==> src/rtl/imem_pkg.sv <==
// rtl/imem_pkg.sv - shared types and constants for the instruction fetch controller
// Contents: sequencer state enum, fault cause codes, default boot PC,
//           and the address legality check shared by loader and fetch paths.
package imem_pkg;

    typedef enum logic [1:0] {
        ST_BOOT  = 2'd0,
        ST_RUN   = 2'd1,
        ST_FAULT = 2'd2
    } state_t;

    localparam logic [1:0] FC_NONE     = 2'b00;
    localparam logic [1:0] FC_MISALIGN = 2'b01;
    localparam logic [1:0] FC_RANGE    = 2'b10;

    localparam logic [31:0] RESET_PC_DEFAULT = 32'h0000_0000;

    // Misalignment is reported ahead of range so a bad low-order pair wins.
    function automatic logic [1:0] addr_fault(input logic [31:0] addr, input int unsigned addr_w);
        logic [31:0] hi;
        hi = addr >> (addr_w + 2);
        if (addr[1:0] != 2'b00) begin
            return FC_MISALIGN;
        end else if (hi != 32'd0) begin
            return FC_RANGE;
        end
        return FC_NONE;
    endfunction

endpackage

==> src/rtl/fetch_skid_buf.sv <==
// rtl/fetch_skid_buf.sv - two-entry {pc, instr} buffer: output register plus skid
// Ports: clk, rst_n (sync, active-low), flush_i;
//        in_tvalid_i/in_pc_i/in_tdata_i  push side (caller never overfills);
//        out_tvalid_o/out_tready_i/out_pc_o/out_tdata_o  registered head;
//        count_o  number of held entries (0..2).
import imem_pkg::*;

module fetch_skid_buf (
    input  logic        clk,
    input  logic        rst_n,
    input  logic        flush_i,
    input  logic        in_tvalid_i,
    input  logic [31:0] in_pc_i,
    input  logic [31:0] in_tdata_i,
    output logic        out_tvalid_o,
    input  logic        out_tready_i,
    output logic [31:0] out_pc_o,
    output logic [31:0] out_tdata_o,
    output logic [1:0]  count_o
);

    logic        head_v_q, head_v_d;
    logic [31:0] head_pc_q, head_pc_d;
    logic [31:0] head_data_q, head_data_d;
    logic        skid_v_q, skid_v_d;
    logic [31:0] skid_pc_q, skid_pc_d;
    logic [31:0] skid_data_q, skid_data_d;

    always_comb begin
        head_v_d    = head_v_q;
        head_pc_d   = head_pc_q;
        head_data_d = head_data_q;
        skid_v_d    = skid_v_q;
        skid_pc_d   = skid_pc_q;
        skid_data_d = skid_data_q;
        if (flush_i) begin
            // Payload is kept; only the valid bits are dropped.
            head_v_d = 1'b0;
            skid_v_d = 1'b0;
        end else begin
            if (head_v_q && out_tready_i) begin
                head_v_d    = skid_v_q;
                head_pc_d   = skid_pc_q;
                head_data_d = skid_data_q;
                skid_v_d    = 1'b0;
            end
            // Push goes to the head if the pop above emptied it, else to the skid.
            if (in_tvalid_i) begin
                if (!head_v_d) begin
                    head_v_d    = 1'b1;
                    head_pc_d   = in_pc_i;
                    head_data_d = in_tdata_i;
                end else begin
                    skid_v_d    = 1'b1;
                    skid_pc_d   = in_pc_i;
                    skid_data_d = in_tdata_i;
                end
            end
        end
    end

    always_ff @(posedge clk) begin
        if (!rst_n) begin
            head_v_q    <= 1'b0;
            head_pc_q   <= 32'd0;
            head_data_q <= 32'd0;
            skid_v_q    <= 1'b0;
            skid_pc_q   <= 32'd0;
            skid_data_q <= 32'd0;
        end else begin
            head_v_q    <= head_v_d;
            head_pc_q   <= head_pc_d;
            head_data_q <= head_data_d;
            skid_v_q    <= skid_v_d;
            skid_pc_q   <= skid_pc_d;
            skid_data_q <= skid_data_d;
        end
    end

    assign out_tvalid_o = head_v_q;
    assign out_pc_o     = head_pc_q;
    assign out_tdata_o  = head_data_q;
    assign count_o      = {1'b0, head_v_q} + {1'b0, skid_v_q};

endmodule

==> src/rtl/imem_fetch_ctrl.sv <==
// rtl/imem_fetch_ctrl.sv - instruction memory port owner: boot loader writes, then PC-driven fetch
// Ports: clk, rst_n (sync, active-low);
//        ld_*        loader write port (BOOT only), ld_err pulses on a dropped write;
//        redirect_*  branch/jump redirect (RUN only);
//        if_*        fetched word towards IF/ID with valid/ready;
//        mem_*       single-port word-addressed memory, read data one cycle after a read;
//        fault/fault_cause  sticky address fault.
import imem_pkg::*;

module imem_fetch_ctrl #(
    parameter int unsigned ADDR_W   = 8,
    parameter logic [31:0] RESET_PC = RESET_PC_DEFAULT
) (
    input  logic              clk,
    input  logic              rst_n,
    input  logic              ld_valid,
    output logic              ld_ready,
    input  logic [31:0]       ld_addr,
    input  logic [31:0]       ld_data,
    input  logic              ld_done,
    output logic              ld_err,
    input  logic              redirect_valid,
    input  logic [31:0]       redirect_pc,
    output logic              if_valid,
    input  logic              if_ready,
    output logic [31:0]       if_pc,
    output logic [31:0]       if_instr,
    output logic              mem_en,
    output logic              mem_we,
    output logic [ADDR_W-1:0] mem_addr,
    output logic [31:0]       mem_wdata,
    input  logic [31:0]       mem_rdata,
    output logic              fault,
    output logic [1:0]        fault_cause
);

    state_t      state_q, state_d;
    logic [31:0] pc_q, pc_d;
    logic        infl_q, infl_d;        // a read was issued last cycle; its data is on mem_rdata now
    logic [31:0] infl_pc_q, infl_pc_d;
    logic        fault_q, fault_d;
    logic [1:0]  cause_q, cause_d;
    logic        ld_err_q, ld_err_d;

    logic [1:0]  buf_count;
    logic        pop;
    logic [2:0]  occ_after_pop;
    logic [1:0]  ld_fc, pc_fc;
    logic        in_boot, in_run;
    logic        ld_write, want_issue, issue, flush;

    assign in_boot = (state_q == ST_BOOT);
    assign in_run  = (state_q == ST_RUN);
    assign ld_fc   = addr_fault(ld_addr, ADDR_W);
    assign pc_fc   = addr_fault(pc_q, ADDR_W);
    assign pop     = if_valid && if_ready;

    // At most one read is ever in flight, so in-flight plus buffered never exceeds 2.
    assign occ_after_pop = {2'b00, infl_q} + {1'b0, buf_count} - {2'b00, pop};

    assign ld_write   = rst_n && in_boot && ld_valid && (ld_fc == FC_NONE);
    assign want_issue = in_run && !redirect_valid && (occ_after_pop < 3'd2);
    assign issue      = rst_n && want_issue && (pc_fc == FC_NONE);
    assign flush      = in_run && redirect_valid;

    assign ld_ready = in_boot;

    always_comb begin
        mem_en    = 1'b0;
        mem_we    = 1'b0;
        mem_addr  = '0;
        mem_wdata = 32'd0;
        if (ld_write) begin
            mem_en    = 1'b1;
            mem_we    = 1'b1;
            mem_addr  = ld_addr[ADDR_W+1:2];
            mem_wdata = ld_data;
        end else if (issue) begin
            mem_en   = 1'b1;
            mem_addr = pc_q[ADDR_W+1:2];
        end
    end

    always_comb begin
        state_d   = state_q;
        pc_d      = pc_q;
        infl_d    = 1'b0;
        infl_pc_d = infl_pc_q;
        fault_d   = fault_q;
        cause_d   = cause_q;
        ld_err_d  = 1'b0;
        case (state_q)
            ST_BOOT: begin
                ld_err_d = ld_valid && (ld_fc != FC_NONE);
                // A write in the same cycle as ld_done has already gone out combinationally.
                if (ld_done) begin
                    state_d = ST_RUN;
                    pc_d    = RESET_PC;
                end
            end
            ST_RUN: begin
                if (redirect_valid) begin
                    pc_d = redirect_pc;
                end else if (want_issue) begin
                    if (pc_fc != FC_NONE) begin
                        state_d = ST_FAULT;
                        fault_d = 1'b1;
                        cause_d = pc_fc;
                    end else begin
                        infl_d    = 1'b1;
                        infl_pc_d = pc_q;
                        pc_d      = pc_q + 32'd4;
                    end
                end
            end
            default: begin
                // FAULT holds until reset; in-flight and buffered words still drain.
            end
        endcase
    end

    always_ff @(posedge clk) begin
        if (!rst_n) begin
            state_q   <= ST_BOOT;
            pc_q      <= RESET_PC;
            infl_q    <= 1'b0;
            infl_pc_q <= 32'd0;
            fault_q   <= 1'b0;
            cause_q   <= FC_NONE;
            ld_err_q  <= 1'b0;
        end else begin
            state_q   <= state_d;
            pc_q      <= pc_d;
            infl_q    <= infl_d;
            infl_pc_q <= infl_pc_d;
            fault_q   <= fault_d;
            cause_q   <= cause_d;
            ld_err_q  <= ld_err_d;
        end
    end

    // The returning word is discarded on redirect because flush wins inside the buffer.
    fetch_skid_buf u_buf (
        .clk          (clk),
        .rst_n        (rst_n),
        .flush_i      (flush),
        .in_tvalid_i  (infl_q),
        .in_pc_i      (infl_pc_q),
        .in_tdata_i   (mem_rdata),
        .out_tvalid_o (if_valid),
        .out_tready_i (if_ready),
        .out_pc_o     (if_pc),
        .out_tdata_o  (if_instr),
        .count_o      (buf_count)
    );

    assign fault       = fault_q;
    assign fault_cause = cause_q;
    assign ld_err      = ld_err_q;

endmodule

==> config.mk <==
export PLATFORM = sky130hd
export DESIGN_NAME = imem_fetch_ctrl
export DESIGN_NICKNAME = d
export VERILOG_FILES = /design/src/rtl/imem_pkg.sv /design/src/rtl/fetch_skid_buf.sv /design/src/rtl/imem_fetch_ctrl.sv
export SDC_FILE = /design/constraint.sdc
export NUM_CORES = 1
export LEC_CHECK = 0
export BUFFER_PORTS_ARGS = -buffer_cell sky130_fd_sc_hd__clkbuf_2
export CAP_MARGIN = 5
export CORE_MARGIN = 2
export CORE_UTILIZATION = 54
export CTS_BUF_LIST = sky130_fd_sc_hd__clkbuf_4
export CTS_CLUSTER_DIAMETER = 50
export DETAILED_ROUTE_END_ITERATION = 7
export PLACE_DENSITY_LB_ADDON = 0.08
export SLEW_MARGIN = 20
export SYNTH_ARGS = -nofsm -noshare
export SYNTH_HDL_FRONTEND = slang
export SYNTH_SLANG_ARGS = --single-unit
==> constraint.sdc <==
create_clock -name clk -period 3.3 [get_ports clk]
set_input_delay 0.33 -clock clk [delete_from_list [all_inputs] [get_ports clk]]
set_output_delay 0.33 -clock clk [all_outputs]
set_load 0.02 [all_outputs]
==> summary.md, run 1 <==
| Metric | Value |
|---|---|
| Status | `finished clean` |
| Post-route ant nets | `0` |
| Async SR Flop Fraction | `0` |
| Synthesis Warnings | `0` |
| Max cap viols | `0` |
| Slew Viols, Final | `0` |
| TritonCTS buffer count | `51` |
| CTS tree | `done` |
| Final Setup Violations | `0` |
| Gpl congestion | `0.7762` |
| Most used DFF post-synth | `dfxtp_1` |
| Max incr delay on CP | `0.35 ns` |
| Peak supply drop | `0.3471 mV` |
| Deepest clock path buffer count | `3` |
| Global-route usage over all layers | `0.2513` |
| Number of remaining DRC errors | `0` |
| Syn nets | `1,020` |
| Die width | `129.5 um` |
| Share of cells above drive strength 1 | `0.3454` |
| Antenna violations before repair | `1` |
| Final period utilization | `0.9508` |
| DRT Wirelength | `22,110 um` |
| Max_slew headroom | `0.3793` |
| GR peak layer | `met2` |
| Seq/Total Area, Yosys | `0.4731` |
| Leakage | `5.924 nW` |
| Multi-input gate area | `4020 sq um` |
| Vias in the first global route | `6,910` |
| H-tree levels | `2` |
| WP data arrival | `2.81 ns` |
| Finished Cell Area | `11,130 sq um` |
| GR met1 Demand/Resource | `0.3496` |
| WL per Instance | `15.51 um` |
| Most frequent cells in the layout | `clkbuf_2 (243), dfxtp_1 (200), nor2_1 (159), mux2i_1 (136), clkbuf_4 (71)` |
| Mean Syn Cell Area | `9.642 sq um` |
| Kind of critical path | `register to output port` |
| HPWL Detailed | `13,760 um` |
| Clk sink count | `201` |
| Crit start category | `register` |
| Site Rows | `45` |
| Port-buffer cells | `245` |
| Chip height | `129.5 um` |
| WP data required | `2.97 ns` |
| Slowest cell on the critical path | `dfxtp_4` |
| Core area | `15,310 sq um` |
| Vias | `7,497` |
| Synthesis-to-finish area growth | `30.84%` |
| Via/cell ratio | `5.261` |
| Worst slack at placement | `0.3773 ns` |
| CP cell instances | `nand2_2 > inv_1 > ha_1 > inv_2 > ha_4 > a21oi_4 > xnor2_4 > nor4_4 > and2_4 > a22o_1 > buf_6` |
| Tmin final | `3.138 ns` |
| Commonest non-fill, non-tap cell in the layout | `clkbuf_2` |
| Main area contributors after synthesis | `dfxtp_1 (47%), mux2i_1 (16%), o221a_2 (8.5%)` |
| CTS root buf | `clkbuf_4` |
| Cell taking the most area after synthesis | `dfxtp_1` |
| Synth unique cells | `42` |
| Least-Margin Pin Slew | `0.9311 ns` |
| Pre-antenna DRT Iters | `5` |
| Fmax | `318.7 MHz` |
| Fillers | `1,173` |
| Type of the tightest min-delay check | `primary input to register` |
| Reg area | `4028 sq um` |
| Syn Std Cell Area | `8504 sq um` |
| Setup ws final | `0.1623 ns` |
| I/O pins | `246` |
| Fin. Hold Viols | `0` |
| #FFs+latches synth | `201` |
| Layout Skew | `0.05170 ns` |
| Clock Latency Late Sink | `0.65 ns` |
| Clock transition at path regs | `0.07 ns` |
| Met3 Usage GRT | `0.06028` |
| Post-Synthesis Cells | `882` |
| Gr ovfl total | `0` |
| Largest net degree at the start of global routing | `90` |
| Worst setup EP type | `output port` |
| M2 GR Usage | `0.3926` |
| Initial Util | `0.5553` |
| Initial DRC count | `427` |
| Area of the die | `16,770 sq um` |
| Global-route wire length before repair | `34,250 um` |
| CP max FO | `5` |
| Post-synth EDFFs | `0` |
| Yosys top cell area share | `0.4731` |
| Placed Area | `9869 sq um` |
| Final #Nets | `1,323` |
| Total power per unit cell area | `465.3 nW/um^2` |
[worst paths after layout]
check | from | endpoint | slack, ns | cells after the start
worst max-delay path | u_buf.out_tvalid_o$_SDFF_PP0_ | mem_addr[4] | 0.16 | 11
worst min-delay path | redirect_pc[4] | pc_q[4]$_SDFFE_PN0P_ | 0.04 | 4
worst max register to register | u_buf.out_tvalid_o$_SDFF_PP0_ | pc_q[25]$_SDFFE_PN0P_ | 0.59 | 11
worst min register to register | infl_pc_q[26]$_SDFFE_PN0P_ | infl_pc_q[26]$_SDFFE_PN0P_ | 0.46 | 2
[cell usage after synthesis, drive strengths merged (6+ instances only)]
cell	count
nor3	27
o221a	64
nand3	8
nor4	12
and2	33
nor2	161
dfxtp	201
inv	70
buf	17
a211oi	6
clkbuf	54
a22o	26
a21oi	9
mux2i	136
a22oi	11
nand2	10
[area by class of cell]
class / instances / share of cell area
sequential: 201 / 0.3620
multi-input combinational: 540 / 0.3613
timing repair buffer: 320 / 0.1771
clock buffer: 71 / 0.04790
inverter: 71 / 0.02418
tap: 211 / 0.02373
clock inverter: 10 / 0.003598
antenna: 1 / 0.0002249
[registers in the layout, indices dropped and copies added (netlist names)]
| name | cells |
|---|---|
| fault_cause | 2 |
| u_buf.skid_pc_q | 32 |
| infl_q | 1 |
| u_buf.out_tvalid_o | 1 |
| u_buf.skid_data_q | 32 |
| pc_q | 32 |
| u_buf.out_pc_o | 32 |
| infl_pc_q | 32 |
| ld_err | 1 |
| u_buf.skid_v_q | 1 |
| state_q | 2 |
| u_buf.out_tdata_o | 32 |
| fault | 1 |
[through the flow]
stage               hold WS, ns  setup TNS, ns  utilization  power, W  cells
floorplan                0.4369              0            -  0.003021    882
global placement         0.4455              0       0.6444  0.003251   1280
detailed placement       0.4475              0       0.6444  0.003253   1280
CTS                    0.003362              0       0.7216  0.005226   1421
global route            0.03721     -0.0009779       0.7266  0.005436   1425
finish                  0.04343              0       0.7266  0.005177   1425
[kinds of logic after synthesis]
family          count (synthesis)  share of synthesized area
fa+ha+maj                       4                   0.005885
buf+inv                       142                    0.06650
flops                         201                     0.4732
simple gates                  261                     0.1395
mux                           137                     0.1614
xor+xnor                        6                   0.006179
compound gates                131                     0.1474
[what timing repair did]
action,4_1_cts,5_1_grt
cloned,1,0
resized for setup,3,13
hold endpoints to repair,59,0
setup endpoints to repair,9,9
hold buffers,59,0
buffers inserted,0,3
pin swaps,1,3
[worst max-delay path, delay by kind of cell (launching register included)]
family                     cells  cell delay, ns
buffers and inverters          3            0.24
xor gates and xnor gates       1            0.13
DFF                            1            0.35
and+or+nand+nor                3            0.59
AOI/OAI and AO/OA              2            0.35
adders and majority gates      2            0.47
[per-layer routing]
metal  share of wire  vias to the layer above
met5               0                        -
met3           0.051                       29
met4           0.013                        0
met1            0.47                     3533
met2            0.47                      211
li1                -                     3724
[power by group]
group / leakage [nW] / internal (W) / switching [W]
combinational: 3.95 / 0.000299 / 0.000380
clock: 0.347 / 0.000977 / 0.000929
sequential: 1.62 / 0.00251 / 0.0000835
No activity file was read; power rests on OpenSTA's default activity.
==> run 2: changes to the inputs <==
PLACE_DENSITY = 0.83   (was unset)
PLACE_DENSITY_LB_ADDON = unset   (was 0.08)
==> summary.md, run 2 (same netlist as run 1, synthesis figures left out) <==
| Metric | Value |
|---|---|
| Status | `finished clean` |
| Via/cell ratio | `5.351` |
| Type of the tightest min-delay check | `primary input to register` |
| Crit start category | `register` |
| Deepest clock path buffer count | `3` |
| Vias in the first global route | `7,201` |
| Total power per unit cell area | `468.2 nW/um^2` |
| H-tree levels | `2` |
| Layout Skew | `0.01998 ns` |
| Synthesis-to-finish area growth | `29.73%` |
| DRT Wirelength | `22,870 um` |
| CTS root buf | `clkbuf_4` |
| Final period utilization | `0.9444` |
| TritonCTS buffer count | `50` |
| Placed Cells | `1,282` |
| HPWL Detailed | `14,120 um` |
| CP cell instances | `nand2_2 > inv_1 > ha_1 > inv_1 > ha_1 > a21oi_2 > xnor2_2 > nor4_4 > and2_4 > or2_2 > clkbuf_2` |
| Final #Nets | `1,319` |
| Slew Viols, Final | `0` |
| CTS tree | `done` |
| Tmin final | `3.117 ns` |
| Die width | `129.5 um` |
| Share of cells above drive strength 1 | `0.3439` |
| Gr ovfl total | `0` |
| Global-route usage over all layers | `0.2588` |
| Max cap viols | `0` |
| WP data arrival | `2.79 ns` |
| Gpl congestion | `0.8318` |
| Setup bufs post-CTS | `0` |
| Area of the die | `16,770 sq um` |
| Clk sink count | `201` |
| Post-route ant nets | `0` |
| Finished Cell Area | `11,030 sq um` |
| Most frequent cells in the layout | `clkbuf_2 (245), dfxtp_1 (201), nor2_1 (160), mux2i_1 (136), clkbuf_4 (73)` |
| Initial DRC count | `512` |
| Worst setup EP type | `output port` |
| Kind of critical path | `register to output port` |
| Setup_tns | `0 ns` |
| Leakage | `5.900 nW` |
| Clock Latency Late Sink | `0.63 ns` |
| Vias | `7,572` |
| Placed Area | `9884 sq um` |
| Antenna violations before repair | `0` |
| Pre-antenna DRT Iters | `5` |
| Final Setup Violations | `0` |
| Number of remaining DRC errors | `0` |
| Site Rows | `45` |
| Largest net degree at the start of global routing | `97` |
| Post-Layout Cell Count | `1,415` |
| Core area | `15,310 sq um` |
| Ant diodes | `0` |
| Chip height | `129.5 um` |
| Initial Util | `0.5553` |
| Slowest cell on the critical path | `xnor2_2` |
| RSZ-0062 raised after global routing | `no` |
| WL per Instance | `16.16 um` |
| Port-buffer cells | `245` |
| Fmax | `320.9 MHz` |
| Clock transition at path regs | `0.06 ns` |
| CP max FO | `5` |
| Fin. Hold Viols | `0` |
| Max_slew headroom | `0.4938` |
| Global-route wire length before repair | `35,080 um` |
| Peak supply drop | `0.4036 mV` |
| Least-Margin Pin Slew | `0.7593 ns` |
| Commonest non-fill, non-tap cell in the layout | `clkbuf_2` |
| Max incr delay on CP | `0.39 ns` |
| WP data required | `2.97 ns` |
| I/O pins | `246` |
-- run 2: changes by cell type in the layout (fill, tap and decap cells not counted), sizes merged --
| cell | change |
|---|---|
| clkbuf | +4 |
| diode | -1 |
| buf | -3 |
| clkinv | -8 |
| dlygate4sd3 | -2 |
-- run 2: power breakdown --
| group | internal, W | switching [W] |
|---|---|---|
| sequential | 0.00251 | 0.0000787 |
| clock | 0.000989 | 0.000900 |
| combinational | 0.000299 | 0.000390 |
| total | 0.00380 | 0.00137 |
-- run 2: cell type report --
| cell class | instances | area, sq um |
|---|---|---|
| inverter | 71 | 269.0 |
| multi-input combinational | 540 | 3986 |
| fill | 1181 | 4282 |
| clock buffer | 73 | 548.0 |
| sequential | 201 | 4024 |
| clock inverter | 2 | 7.507 |
| tap | 211 | 264.0 |
| timing repair buffer | 317 | 1934 |
-- run 2: worst paths after layout --
| path | from | endpoint | slack (ns) | cells past startpoint |
|---|---|---|---|---|
| max | u_buf.out_tvalid_o$_SDFF_PP0_ | mem_en | 0.18 | 11 |
| min | redirect_pc[9] | pc_q[9]$_SDFFE_PN0P_ | 0.06 | 3 |
| max reg2reg | u_buf.out_tvalid_o$_SDFF_PP0_ | pc_q[8]$_SDFFE_PN0P_ | 0.76 | 11 |
| min reg2reg | infl_pc_q[26]$_SDFFE_PN0P_ | infl_pc_q[26]$_SDFFE_PN0P_ | 0.46 | 2 |
-- run 2: repair_timing --
action,4_1_cts,5_1_grt
pin swaps,0,2
hold endpoints to repair,57,0
endpoints found under the setup margin,9,9
hold buffers,57,0
gates resized for setup,3,2
cloned,0,1
-- run 2: stage by stage --
| stage | total power (W) | setup WS, ns | hold WS, ns | utilization |
|---|---|---|---|---|
| 2_1_floorplan | 0.003021 | 0.1378 | 0.4369 | - |
| 6_report | 0.005166 | 0.1834 | 0.05832 | 0.7204 |
| 3_5_place_dp | 0.003257 | 0.3645 | 0.4488 | 0.6454 |
| 5_1_grt | 0.005409 | 0.01015 | 0.01807 | 0.7204 |
| 3_3_place_gp | 0.003248 | 0.4315 | 0.4449 | 0.6454 |
| 4_1_cts | 0.005202 | 0.03787 | 0.007448 | 0.7196 |
-- run 2: metal layers --
layer	vias to the layer above	part of all wire	global-route usage
li1	3705	-	-
met2	251	0.48	0.4223
met1	3589	0.44	0.3411
met5	-	0	0
met3	27	0.062	0.06524
met4	0	0.014	0.07653
-- run 2: critical path: cells and delay by family, from the launching register on --
family | cells | cell delay [ns]
simple gates | 4 | 0.61
fa+ha+maj | 2 | 0.54
xor+xnor | 1 | 0.39
flops | 1 | 0.34
buf+inv | 3 | 0.23
compound gates | 1 | 0.07
